File: src/rtl/instruction_fetch.sv
// instruction_fetch -- three-cycle fetch sequencer for a 16-word program ROM.
// Issues the pc to a registered ROM and captures the returned opcode. It then
// presents the opcode to decode with a valid/ready handshake. Decode can request
// a conditional skip or a halt at the handshake.
//
// Build option: FETCH_WRAP_EN
//   defined   -> pc wraps modulo 16, and fetch halts only on haltIn.
//   undefined -> any pc advance past 15 ends in HALTED. The last captured
//                opcode is still handed to decode first, and pc stays at 15.
module instruction_fetch (
    input  logic       clk,
    input  logic       resetN,
    output logic [3:0] romAddressOut,
    input  logic [3:0] romDataIn,
    output logic [3:0] instrOut,
    output logic [3:0] instrAddrOut,
    output logic       instrValid,
    input  logic       instrReady,
    input  logic       skipIn,
    input  logic       haltIn,
    output logic       haltedOut
);

    localparam int ADDR_W = 4;
    localparam int DATA_W = 4;

    // Opcode shown while nothing has been fetched yet (CLR/NOP).
    localparam logic [DATA_W-1:0] NOP_OP = 4'b0111;

    typedef enum logic [1:0] {
        ISSUE   = 2'd0,
        CAPTURE = 2'd1,
        VALID   = 2'd2,
        HALTED  = 2'd3
    } state_t;

    state_t state;

    // Next ROM address to fetch.
    logic [ADDR_W-1:0] pc;

    // pc + 1 with a carry bit, so overflow past 15 is visible.
    logic [ADDR_W:0]   pc_inc;

    // Decode is taking instrOut at the coming edge.
    logic              handshake;

`ifndef FETCH_WRAP_EN
    // Set when the CAPTURE advance overflowed. The opcode just captured must
    // still be handed over. After that, fetch stops instead of issuing again.
    logic              ovf_pend;
`endif

    // Wide pc increment. The carry bit reports overflow past the top address.
    function automatic logic [ADDR_W:0] pc_advance(input logic [ADDR_W-1:0] a);
        return {1'b0, a} + {{ADDR_W{1'b0}}, 1'b1};
    endfunction

    // True when a wide pc advance has left the 16-word address space.
    function automatic logic pc_overflow(input logic [ADDR_W:0] wide);
        return wide[ADDR_W];
    endfunction

    assign pc_inc        = pc_advance(pc);
    assign handshake     = instrValid & instrReady;
    assign romAddressOut = pc;

`ifdef FETCH_WRAP_EN

    // Fetch FSM, wrapping variant: pc rolls over, and only haltIn stops fetching.
    always_ff @(posedge clk or negedge resetN) begin
        if (!resetN) begin
            state        <= ISSUE;
            pc           <= '0;
            instrOut     <= NOP_OP;
            instrAddrOut <= '0;
            instrValid   <= 1'b0;
            haltedOut    <= 1'b0;
        end else begin
            case (state)
                // The ROM samples romAddressOut at this edge.
                ISSUE: begin
                    state <= CAPTURE;
                end

                // ROM data for pc is now on romDataIn.
                CAPTURE: begin
                    instrOut     <= romDataIn;
                    instrAddrOut <= pc;
                    pc           <= pc_inc[ADDR_W-1:0];
                    instrValid   <= 1'b1;
                    state        <= VALID;
                end

                // Hold the opcode until decode takes it.
                VALID: begin
                    if (handshake) begin
                        instrValid <= 1'b0;
                        if (haltIn) begin
                            haltedOut <= 1'b1;
                            state     <= HALTED;
                        end else if (skipIn) begin
                            pc    <= pc_inc[ADDR_W-1:0];
                            state <= ISSUE;
                        end else begin
                            state <= ISSUE;
                        end
                    end
                end

                // Terminal: only reset leaves this state.
                HALTED: begin
                    state <= HALTED;
                end

                default: begin
                    state <= HALTED;
                end
            endcase
        end
    end

`else

    // Fetch FSM, halting variant: stop instead of wrapping, and keep pc at 15.
    always_ff @(posedge clk or negedge resetN) begin
        if (!resetN) begin
            state        <= ISSUE;
            pc           <= '0;
            instrOut     <= NOP_OP;
            instrAddrOut <= '0;
            instrValid   <= 1'b0;
            haltedOut    <= 1'b0;
            ovf_pend     <= 1'b0;
        end else begin
            case (state)
                // The ROM samples romAddressOut at this edge.
                ISSUE: begin
                    state <= CAPTURE;
                end

                // Capture the opcode. If the advance overflows, pc stays at 15
                // and the overflow is noted for the coming handshake.
                CAPTURE: begin
                    instrOut     <= romDataIn;
                    instrAddrOut <= pc;
                    instrValid   <= 1'b1;
                    state        <= VALID;
                    if (pc_overflow(pc_inc)) begin
                        ovf_pend <= 1'b1;
                    end else begin
                        pc <= pc_inc[ADDR_W-1:0];
                    end
                end

                // Hold the opcode until decode takes it. An overflowing skip or
                // a pending overflow both end in HALTED.
                VALID: begin
                    if (handshake) begin
                        instrValid <= 1'b0;
                        if (haltIn) begin
                            haltedOut <= 1'b1;
                            state     <= HALTED;
                        end else if (skipIn) begin
                            if (ovf_pend || pc_overflow(pc_inc)) begin
                                haltedOut <= 1'b1;
                                state     <= HALTED;
                            end else begin
                                pc    <= pc_inc[ADDR_W-1:0];
                                state <= ISSUE;
                            end
                        end else if (ovf_pend) begin
                            haltedOut <= 1'b1;
                            state     <= HALTED;
                        end else begin
                            state <= ISSUE;
                        end
                    end
                end

                // Terminal: only reset leaves this state.
                HALTED: begin
                    state <= HALTED;
                end

                default: begin
                    state <= HALTED;
                end
            endcase
        end
    end

`endif

endmodule
File: config.mk
export PLATFORM = sky130hd
export DESIGN_NAME = instruction_fetch
export DESIGN_NICKNAME = d
export VERILOG_FILES = /design/src/rtl/instruction_fetch.sv
export SDC_FILE = /design/constraint.sdc
export NUM_CORES = 1
export LEC_CHECK = 0
export ABC_AREA = 1
export CORE_MARGIN = 4
export CORE_UTILIZATION = 25
export CTS_BUF_LIST = sky130_fd_sc_hd__clkbuf_4
export DETAILED_ROUTE_END_ITERATION = 8
export GPL_ROUTABILITY_DRIVEN = 0
export PLACE_DENSITY_LB_ADDON = 0.05
export SLEW_MARGIN = 20
export SYNTH_ARGS = -nofsm -noshare
export SYNTH_HDL_FRONTEND = slang
export SYNTH_SLANG_ARGS = --single-unit
export TNS_END_PERCENT = 100
File: constraint.sdc
create_clock -name clk -period 1.2 [get_ports clk]
set_input_delay 0.12 -clock clk [delete_from_list [all_inputs] [get_ports clk]]
set_output_delay 0.12 -clock clk [all_outputs]
set_load 0.01 [all_outputs]
==> results of run 1 <==
-- routing by layer --
layer	vias up	routed length [µm]
li1	347	-
met1	313	933
met2	14	843
met3	2	82
met4	0	17
met5	-	0
-- how the worst max path moves through the flow --
stage	startpoint	end	slack, ns	cells past startpoint
floorplan	romAddressOut[0]	romAddressOut[2]	-0.008	7
detailed placement	haltIn	romAddressOut[2]	-0.06	7
CTS	romAddressOut[1]	romAddressOut[2]	-0.08	8
global placement	haltIn	romAddressOut[2]	-0.05	7
global route	romAddressOut[1]	romAddressOut[1]	-0.14	8
finish	romAddressOut[1]	romAddressOut[3]	-0.06	8
-- cell usage in the layout, fill, tap and decap left out --
cell / Yosys / layout
buf_6: 1 / 1
dfrtp_1: 14 / 13
nor2_1: 1 / 1
a21o_1: 1 / 1
xor2_1: 2 / 2
inv_4: 1 / 1
dfstp_2: 3 / 3
buf_4: 0 / 13
nand2_4: 0 / 1
a21oi_2: 1 / 1
o21ai_2: 1 / 1
or2_1: 1 / 1
ha_4: 0 / 1
inv_2: 2 / 2
clkbuf_2: 0 / 3
nor2_4: 3 / 3
dfrtp_2: 0 / 1
buf_2: 0 / 2
inv_1: 4 / 4
nand3_1: 5 / 5
dlygate4sd2_1: 0 / 9
nand3_4: 1 / 3
nand2_2: 1 / 4
o21ai_1: 3 / 3
nand2_1: 37 / 33
clkinv_2: 0 / 1
clkdlybuf4s50_1: 0 / 8
clkbuf_4: 0 / 3
nor2_2: 2 / 2
-- repair_timing --
action	in CTS	in global routing
endpoints found under the setup margin	18	11
pin swaps	2	6
resized for setup	28	8
setup buffers	3	0
hold buffers	0	0
-- kinds of logic (layout without fill, tap and decap cells) --
family / after synthesis / in the layout
simple gates: 53 / 53
flops: 17 / 17
buf+inv: 8 / 47
compound gates: 6 / 6
xor+xnor: 2 / 2
fa+ha+maj: 1 / 1
-- state kept, by name, summed over array words and instances (netlist names) --
| name | count |
|---|---|
| instrOut | 4 |
| instrValid | 1 |
| ovf_pend | 1 |
| romAddressOut | 4 |
| instrAddrOut | 4 |
| state | 2 |
| haltedOut | 1 |
-- power by group --
group | internal (mW) | switching (mW)
Combinational | 0.0335 | 0.0262
Clock | 0.124 | 0.190
Sequential | 0.573 | 0
Total | 0.730 | 0.216
-- metrics by stage --
step	instance area, µm²	setup TNS, ns	instances	util, %	hold slack [ns]
final	1211	-0.2409	170	39.67	0.1519
after floorplan	805.8	-0.02730	87	-	-0.1756
after global routing	1211	-0.7875	170	39.67	0.1570
after detailed placement	1152	-0.2242	163	37.75	0.4521
after CTS	1217	-0.2969	170	39.88	0.1534
after global placement	1152	-0.1909	163	37.75	0.4496
-- area by class of cell --
class	count	share of cell area (%)
Sequential cell	17	35.54
Multi-Input combinational cell	62	31.10
Timing Repair Buffer	36	24.17
Tap cell	44	4.545
Inverter	7	2.376
Clock buffer	3	1.860
Clock inverter	1	0.4132
==> out/qor.yml, run 1 <==
run_status:
  status: "finished with violations"
  violations: "setup timing"
floorplanning:
  die_w_um: 64.69
  core-area_um2: 3053
  chipHeight_um: 64.69
  num_rows: 20
  start_util_pct: 26.31
  io_pins: 23
  dieArea_um2: 4184
clocking:
  clkTransAtPathRegs_ns: 0.11
  htreeDepth: 1
  numCtsBuffers: 3
  cts-root-buf: "clkbuf_4"
  cts_tree: "built"
  clk-insertion-delay-late_ns: 0.29
  clockBufferDepth: 2
  cts_sinks: 17
placed_design:
  pre_cts_ws_ns: -0.05957
  io_buffers: 22
  hpwl_mm: 1.357
sta:
  final_max_slew_viol_count: 0
  finalHoldViolCount: 0
  timing.final.crit_share_pct: 104.7
  skew_ns: 0.003511
  worst_slack_ns: -0.05670
  rsz0062_at_grt: "yes"
  tightest_slew_ns: 0.2333
  setup_viol: 6
  relSlewSlack_pct: 84.39
  fin_crit_ns: 1.257
  fmax_mhz: 795.7
synthesis:
  synth_area_um2: 803.3
  synth_top_area_cell: "dfrtp_1"
  synthTopCellsByCount: "37 x nand2_1, 14 x dfrtp_1, 5 x nand3_1"
  avgSynthCellArea_um2: 9.233
  synth_top_family_by_area: "simple AND/OR/NAND/NOR gates"
  yosys-top-cells-area: "dfrtp_1 44%, nand2_1 17%, dfstp_2 9.8%"
  ys_types: 21
  synthMuxAreaShare_pct: 0
  synth_top_area_share_pct: 43.61
  synth_edf_count: 0
  synth-adder-area-share_pct: 1.558
  ys_async_sr_fraction_pct: 100.0
  synth_seq_area_share_pct: 53.43
  synth-seq-cells: 17
  synthCells: 87
  synth.most_common_cell: "nand2_1"
  synth-compound-area-share_pct: 4.984
  synth-xor-area-share_pct: 2.181
  synthSimpleGateAreaFrac_pct: 32.87
  yosys_warnings: 0
  synth_flop_cell: "dfrtp_1"
  syn_nets: 97
pwr:
  power.total_uw: 946.2
  ir_worst_vdd_mv: 0.2659
  p_leak_nw: 0.6184
  powerDensity_nw_per_um2: 781.3
min_path:
  min_path_type: "primary input to async pin"
critical_path:
  slowest_delay_ns: 0.40
  reg2reg_depth: 8
  cpMaxStageDelayCell: "dfrtp_1"
  cpLargestDelayFamily: "simple AND/OR/NAND/NOR gates"
  critPathCaptureType: "flip-flop"
  r2r_start: "romAddressOut[1]"
  path_class: "flip-flop to flip-flop"
  cpMostUsedCell: "nand3_4"
  r2r_slack_ns: -0.06
  cp_max_fo: 5
  crit_path_start_kind: "flip-flop"
  cp_cell_sequence: "buf_6 > ha_4 > nand3_4 > nand3_4 > nand2_4 > nand3_4 > nand2_1 > nand2_1"
  r2r_end: "romAddressOut[3]"
  cp.arrival_ns: 1.45
  crit_buf_inv: 1
  cp.required_ns: 1.39
final_layout:
  layout.nets: 137
  seq_area_um2: 430.4
  drive_gt1_share_pct: 36.51
  antennaDiodeCount: 0
  fill_cells: 348
  multiInputGateArea_um2: 376.6
  syn_to_final_growth_pct: 50.78
global_routing:
  grtUsageMet1_pct: 13.78
  grt-ovfl-total: 0
  track_usage_pct: 10.39
  grt_use_met2_pct: 15.72
  grt_pass1_wl_mm: 3.360
  antenna_found_initial: 0
  grt_pass1_vias: 727
  busiest_layer: "met2"
  use_met3_pct: 2.773
  grt_max_degree: 18
routing:
  vias: 676
  drt-total-wl_mm: 1.877
  first_pass_iters: 2
  drc: 0
  wl_per_cell_um: 11.04
  ant_nets: 0
  via_per_inst: 3.976
  drtIter0Drc: 9
flow_run:
  maxCapViolCount: 0
No activity file was read; power rests on OpenSTA's default activity.
==> inputs of run 2 (changes only) <==
SKIP_CTS_REPAIR_TIMING = 1   (was default)
==> run 2 against run 1 <==
Against the previous run:
- global-route usage fell by 0.22 points
- setup slack got worse by 0.041 ns
- worst hold slack better by 0.0030 ns
- die area unchanged
- clock power about the same
- combinational power is 1% lower
- the run still ends with setup timing left
- wire length decreased by 0.16%
- core utilization grew 2.6 points
- count of clock-buffer cells in the layout unchanged
- cell count did not move
- critical endpoint unchanged
- sequential power barely moved
- register-to-register slack got worse by 0.04 ns
- largest power group unchanged
==> out/qor.yml, run 2 (same netlist as run 1, synthesis figures left out) <==
routing:
  first_pass_iters: 3
  vias: 681
  ant_nets: 0
  via_per_inst: 4.006
  drc: 0
  wl_per_cell_um: 11.02
  drtIter0Drc: 11
  drt-total-wl_mm: 1.874
clocking:
  htreeDepth: 1
  clkTransAtPathRegs_ns: 0.11
  cts_sinks: 17
  cts-root-buf: "clkbuf_4"
  clk-insertion-delay-late_ns: 0.29
  cts_tree: "built"
  numCtsBuffers: 3
  clockBufferDepth: 2
global_routing:
  busiest_layer: "met2"
  grt-ovfl-total: 0
  grtUsageMet1_pct: 13.35
  grt_max_degree: 18
  use_met3_pct: 2.773
  grt_pass1_wl_mm: 3.298
  antenna_found_initial: 0
  grt_use_met2_pct: 15.46
  track_usage_pct: 10.17
  grt_pass1_vias: 716
critical_path:
  cp_max_fo: 5
  cpLargestDelayFamily: "simple AND/OR/NAND/NOR gates"
  cp.depth: 8
  cpMostUsedCell: "nand3_4"
  crit_path_start_kind: "flip-flop"
  cpMaxStageDelayCell: "dfrtp_1"
  cp.arrival_ns: 1.49
  crit_buf_inv: 1
  path_class: "flip-flop to flip-flop"
  slowest_delay_ns: 0.40
  critPathCaptureType: "flip-flop"
  reg2reg_depth: 8
  cp.required_ns: 1.39
  cp_cell_sequence: "buf_6 > ha_4 > nand3_4 > nand3_4 > nand2_4 > nand3_4 > nand2_1 > nand2_1"
final_layout:
  syn_to_final_growth_pct: 60.59
  layout_commonest_cell: "nand2_1"
  final_cell_mix: "32 x nand2_1, 14 x dlymetal6s2s_1, 12 x dfrtp_1, 12 x buf_4, 8 x clkdlybuf4s50_1"
  layout.nets: 137
  antennaDiodeCount: 0
  final_area_um2: 1290
  drive_gt1_share_pct: 34.13
  fill_cells: 344
pwr:
  ir_worst_vdd_mv: 0.2682
  power.total_uw: 945.4
  p_leak_nw: 0.7548
  powerDensity_nw_per_um2: 732.9
sta:
  skew_ns: 0.001257
  finalHoldViolCount: 0
  tightest_slew_ns: 0.2334
  final_max_slew_viol_count: 0
  fin_crit_ns: 1.298
  timing.final.crit_share_pct: 108.1
  relSlewSlack_pct: 84.38
  rsz0062_at_grt: "yes"
  fin_hold_ws_ns: 0.1549
  fmax_mhz: 770.5
  worst_slack_ns: -0.09778
  setup_viol: 6
flow_run:
  maxCapViolCount: 0
floorplanning:
  start_util_pct: 26.31
  core-area_um2: 3053
  dieArea_um2: 4184
  num_rows: 20
  io_pins: 23
  die_w_um: 64.69
  chipHeight_um: 64.69
run_status:
  status: "finished with violations"
  violations: "setup timing"
min_path:
  min_path_type: "primary input to async pin"
placed_design:
  dpl_cell_area_um2: 1152
  io_buffers: 22
  pre_cts_ws_ns: -0.05957
  hpwl_mm: 1.357
## run 2: cell types whose count changed in the layout (fill, tap and decap cells not counted), sizes merged
cell / before / now
dlymetal6s2s: 0 / 14
dlygate4sd2: 9 / 0
clkbuf: 6 / 3
buf: 16 / 14
## run 2: path summary, 6_finish.rpt
| check | startpoint | endpoint | slack [ns] |
|---|---|---|---|
| worst max-delay path | romAddressOut[0] | romAddressOut[3] | -0.1 |
| worst min-delay path | resetN | state[1] | 0.15 |
| worst max register to register | romAddressOut[0] | romAddressOut[3] | -0.1 |
| worst min register to register | instrOut[2] | instrOut[2] | 0.46 |
| max in group asynchronous | resetN | instrOut[2] | 0.79 |
| min in group clk | romDataIn[0] | instrOut[0] | 0.32 |
## run 2: power by group
part / internal (mW) / switching (mW)
clock network: 0.124 / 0.190
logic: 0.0333 / 0.0257
registers: 0.573 / 0
total: 0.730 / 0.215
## run 2: worst register-to-register path: cells and delay by family (launching register included)
kind,cells,cell delay (ns)
buf+inv,1,0.12
flops,1,0.40
fa+ha+maj,1,0.16
simple gates,6,0.51
## run 2: layout make-up
type	count	area [µm²]	area share (%)
Clock buffer	3	22.52	1.746
Timing Repair Buffer	36	367.9	28.52
Multi-Input combinational cell	62	379.1	29.39
Tap cell	44	55.05	4.268
Sequential cell	17	431.7	33.46
Inverter	7	28.78	2.231
Clock inverter	1	5.005	0.3880
## run 2: stage by stage
step	std cells	TNS (ns)	utilization [%]
after global routing	170	-1.017	42.25
final	170	-0.4177	42.25
after global placement	163	-0.1909	37.75
after floorplan	87	-0.02730	-
after detailed placement	163	-0.2242	37.75
after CTS	167	-2.993	38.65
## run 2: metal layers
metal | share of wire, % | vias up
li1 | - | 351
met1 | 50 | 314
met2 | 45 | 14
met3 | 4.0 | 2
met4 | 1.1 | 0
met5 | 0 | -
==> edit 1, RTL diff (settings of run 1) <==
The option `FETCH_WRAP_EN` is turned on by a define.
--- a/src/rtl/instruction_fetch.sv
+++ b/src/rtl/instruction_fetch.sv
@@ -7,6 +7,8 @@
 //   defined   -> pc wraps modulo 16, and fetch halts only on haltIn.
 //   undefined -> any pc advance past 15 ends in HALTED. The last captured
 //                opcode is still handed to decode first, and pc stays at 15.
+`define FETCH_WRAP_EN
+
 module instruction_fetch (
     input  logic       clk,
     input  logic       resetN,
Formal check against the unedited RTL: same outputs for any inputs over 10 cycles, from zero or initial values and one cycle with resetN low; that may be too few to reach the edited logic, so the function may still have changed.
==> edit 1 against run 1 <==
Sequential power down 5.9%; critical path depth fell by 3; sequential share of layout area up 4.7 points; sequential cell count down 1; synthesized cell count shrank 9.2%; routed wire length decreased by 12%; power decreased by 7.2%; setup slack improved by 160 ps; non-clock buffer count down 7; combinational power is 25% lower; final area is 17% lower; global-route usage fell by 0.68 points; area after synthesis decreased by 12%; critical path type unchanged; critical endpoint is now romAddressOut[2].
==> edit 1: results (changes against run 1) <==
The run finished with clean final reports. The footprint of the multi-input gates came out at 255 µm² (-32%). The worst vdd rail ir drop came to 0.000712 V (+170%). The number of non-clock buffers in the layout came to 29 (-19%). The post-cts repair resize count is 18 (-36%). The number of global-route vias before repair is 559 (-23%). The clock distribution power was 0.294 mW (-6%).

The worst-case headroom to the max-slew limit came out at 82.8% (-1.6 points). The count of placed standard cells including taps is 136 (-17%). The tap cell count is 31 (-30%). The synthesized-area fraction occupied by adder cells was 1.77% (+0.21 points).

The leakage power summed over all cells is 0.549 nW (-11%). The worst-case hold slack came to 135 ps (-16.6 ps). The instance area at placement is 992 µm² (-14%). The fraction of synthesized cell area in xor and xnor cells came out at 1.24% (-0.94 points). The global routing usage summed across all routing layers came to 9.71% (-0.68 points). Compared with the post-synthesis result, the final layout area differs by 42.1%. The buffering overhead came out at 24.3% (+0.11 points).

Counting instances in the post-synthesis netlist gives the leading cell types as sky130_fd_sc_hd__nand2_1 (34), sky130_fd_sc_hd__dfrtp_1 (13), sky130_fd_sc_hd__inv_1 (7). The routed wire length came out at 1.66 mm (-12%). The synthesized-area fraction occupied by ao, oa, aoi and oai cells came to 4.60% (-0.38 points). The clock-cell share of area is 2.62% (+0.34 points). The detailed-placement wirelength estimate came to 1.13 mm (-17%). The top cell family by delay on the critical path is flip-flops. The count of fill cells added during filler insertion came out at 296 (-15%). The worst path arrival time was 1300 ps (-150 ps). The vias per cell is 4.23 (+6.4%).

The startpoint identified for the worst register-to-register timing path is romAddressOut[0]. The part of the Yosys area used for sequential elements is 57.2% (+3.7 points). The fraction of power consumed by combinational cells was 5.1% (-1.2 points). The global-route wire length before repair came out at 2.61 mm (-22%). The count of cells along the worst register-to-register path came out at 5 (-3). By area the synthesized netlist is led by sky130_fd_sc_hd__dfrtp_1 (46%), sky130_fd_sc_hd__nand2_1 (18%), sky130_fd_sc_hd__dfstp_2 (11%). The synthesized instance count came to 79 (-9.2%). The pin count of the biggest net entering global routing came out at 17 (-1). The area occupied by registers is 404 µm² (-6.1%). The final instance count without filler cells is 142 (-16%). The switching component of the power is 0.191 mW (-11%).

In this run the critical register-to-register path is captured at romAddressOut[2]. The number of non-clock inverters in the layout came to 9 (+2). The final-stage net count is 122 (-11%).

The total nets after synthesis came to 89 (-8.2%). The final worst-path setup slack is 100 ps (+157 ps). The setup slack after placement came out at -2.87 ps (+56.7 ps). The ratio of cells with drive above 1 in the final layout was 21.6% (-15 points). The distinct cell type count of the synthesized netlist is 19 (-9.5%).

The synthesis warning total is 0 (unchanged). The first-iteration detailed-routing DRC count is 21 (+12). The multi-input combinational gate total is 53 (-15%). The buffers inserted during post-CTS setup optimization came out at 2 (-1). The synthesis-stage register bit count came out at 16 (-1).
-- edit 1: worst max path at each step --
stage                             endpoint
after floorplan           romAddressOut[2]
after global placement    romAddressOut[3]
after detailed placement  romAddressOut[1]
after CTS                      instrOut[2]
after global routing      romAddressOut[0]
final                     romAddressOut[2]
-- edit 1: worst reg2reg max path, cell delays in order, from the launching register on --
cell	delay, ps
sky130_fd_sc_hd__dfrtp_1	400
sky130_fd_sc_hd__buf_4	160
sky130_fd_sc_hd__ha_1	200
sky130_fd_sc_hd__xor2_1	160
sky130_fd_sc_hd__nand2_1	60
sky130_fd_sc_hd__nand2_1	40
-- edit 1: routing by layer --
metal  vias up  global-route usage, %  share of wire (%)
met5         -                      0                  0
li1        308                      -                  -
met1       273                   13.3                 48
met3         2                   3.77                8.9
met4         0                   2.79               0.54
met2        18                   14.2                 42
-- edit 1: cell families after synthesis --
group | count (synthesis)
flops | 16
buf+inv | 10
compound gates | 5
xor+xnor | 1
fa+ha+maj | 1
simple gates | 46
==> edit 2, RTL diff (config.mk and constraints of run 1) <==
Without the edit above. The 4 states of `state_t` get a one-hot encoding in 4 bits.
--- a/src/rtl/instruction_fetch.sv
+++ b/src/rtl/instruction_fetch.sv
@@ -27,11 +27,11 @@
     // Opcode shown while nothing has been fetched yet (CLR/NOP).
     localparam logic [DATA_W-1:0] NOP_OP = 4'b0111;
 
-    typedef enum logic [1:0] {
-        ISSUE   = 2'd0,
-        CAPTURE = 2'd1,
-        VALID   = 2'd2,
-        HALTED  = 2'd3
+    typedef enum logic [3:0] {
+        ISSUE   = 4'b0001,
+        CAPTURE = 4'b0010,
+        VALID   = 4'b0100,
+        HALTED  = 4'b1000
     } state_t;
 
     state_t state;
Behaviour: same outputs for any inputs over 10 cycles, from zero or initial values and one cycle with resetN low; not proved beyond that.
==> edit 2 against run 1 <==
First-iteration DRC count rose by 56%; clock skew fell by 0.87 ps; sequential share of layout area rose by 0.96 points; routed wire length rose by 7.4%; sequential cell count rose by 2; largest power group unchanged; critical path type unchanged; final area rose by 9.0%; critical endpoint is now state[3]; setup slack improved by 91 ps; area after synthesis rose by 8.3%; power rose by 11%; count of clock-buffer cells in the layout rose by 1; synthesized cell count rose by 11%.
==> edit 2: results (changes against run 1) <==
The instance area at placement came out at 1220 µm² (+6.3%). The ratio of cells with drive above 1 in the final layout came out at 31.9% (-4.6 points). The final routed wire length divided by cell count was 11.0 µm (-0.77%). The met3 usage came out at 2.19% (-0.58 points). The met2 track demand over resource in global routing is 16.7% (+0.99 points). The vias per cell came out at 4.14 (+4.1%). The commonest cells after synthesis are sky130_fd_sc_hd__nand2_1 (40), sky130_fd_sc_hd__dfrtp_1 (15), sky130_fd_sc_hd__inv_1 (11). The distinct cell type count of the synthesized netlist came out at 19 (-9.5%). The synthesized-area fraction occupied by ao, oa, aoi and oai cells came to 4.03% (-0.96 points). The worst-case hold slack was 137 ps (-15.1 ps).

The final cycle utilization of the critical path is 97.1% (-7.6 points). The maximum fanout along the worst path came out at 6 (+1). The total core area is 3340 µm² (+9.3%). The fraction of synthesized cell area in xor and xnor cells came out at 1.01% (-1.2 points). The overall via count from detail_route was 762 (+13%).

The total nets after synthesis is 107 (+10%). The post-route cell area is 1320 µm² (+9.0%). The internal reg-to-reg setup slack came to 30 ps (+90 ps). The flow ran to the end, and the final reports show no timing, DRC or antenna violations. The part of the Yosys area used for sequential elements came to 55.3% (+1.8 points). Grouping stages by cell kind, the critical path spends the most delay in flip-flops. The worst vdd rail ir drop is 0.000364 V (+37%). The largest clock skew in the final design came out at 2.64 ps (-0.873 ps).

The first-iteration detailed-routing DRC count is 14 (+5). The slew at the pin closest to its max-slew limit is 250 ps (+16.4 ps). The post-cts repair resize count is 25 (-11%). The detailed-placement wirelength estimate came to 1.49 mm (+9.9%).

The leakage power summed over all cells is 0.672 nW (+8.7%). The largest individual stage delay along the critical path comes from the cell sky130_fd_sc_hd__dfrtp_2. The pin count of the biggest net entering global routing came out at 20 (+2). The global routing usage summed across all routing layers came out at 10.7% (+0.27 points). The global-route wire length before repair came out at 3.48 mm (+3.5%).

The number of global-route vias before repair came out at 786 (+8.1%). The final-stage net count is 149 (+8.8%).
==> edit 2: cell type report <==
type | instances | area share [%]
Sequential cell | 19 | 36.5
Inverter | 11 | 3.13
Tap cell | 46 | 4.36
Multi-Input combinational cell | 66 | 29.6
Timing Repair Buffer | 38 | 24.2
Clock buffer | 4 | 2.27
==> edit 2: layer usage <==
metal | share of wire, % | vias to the layer above
li1 | - | 390
met1 | 46 | 353
met2 | 47 | 14
met3 | 3.7 | 5
met4 | 2.6 | 0
met5 | 0 | -
==> edit 2: final timing paths <==
check                                       from           to  cells after the start
worst min register to register       instrOut[2]  instrOut[2]                      2
worst max-delay path            romAddressOut[0]     state[3]                      6
min in group clk                    romDataIn[1]  instrOut[1]                      3
worst max register to register  romAddressOut[0]     state[3]                      6
max in group asynchronous                 resetN  instrOut[2]                      2
worst min-delay path                      resetN    haltedOut                      2
==> edit 2: report_power, final <==
group / internal [mW] / switching [mW]
clock network: 0.152 / 0.199
registers: 0.641 / 0
logic: 0.0319 / 0.0243
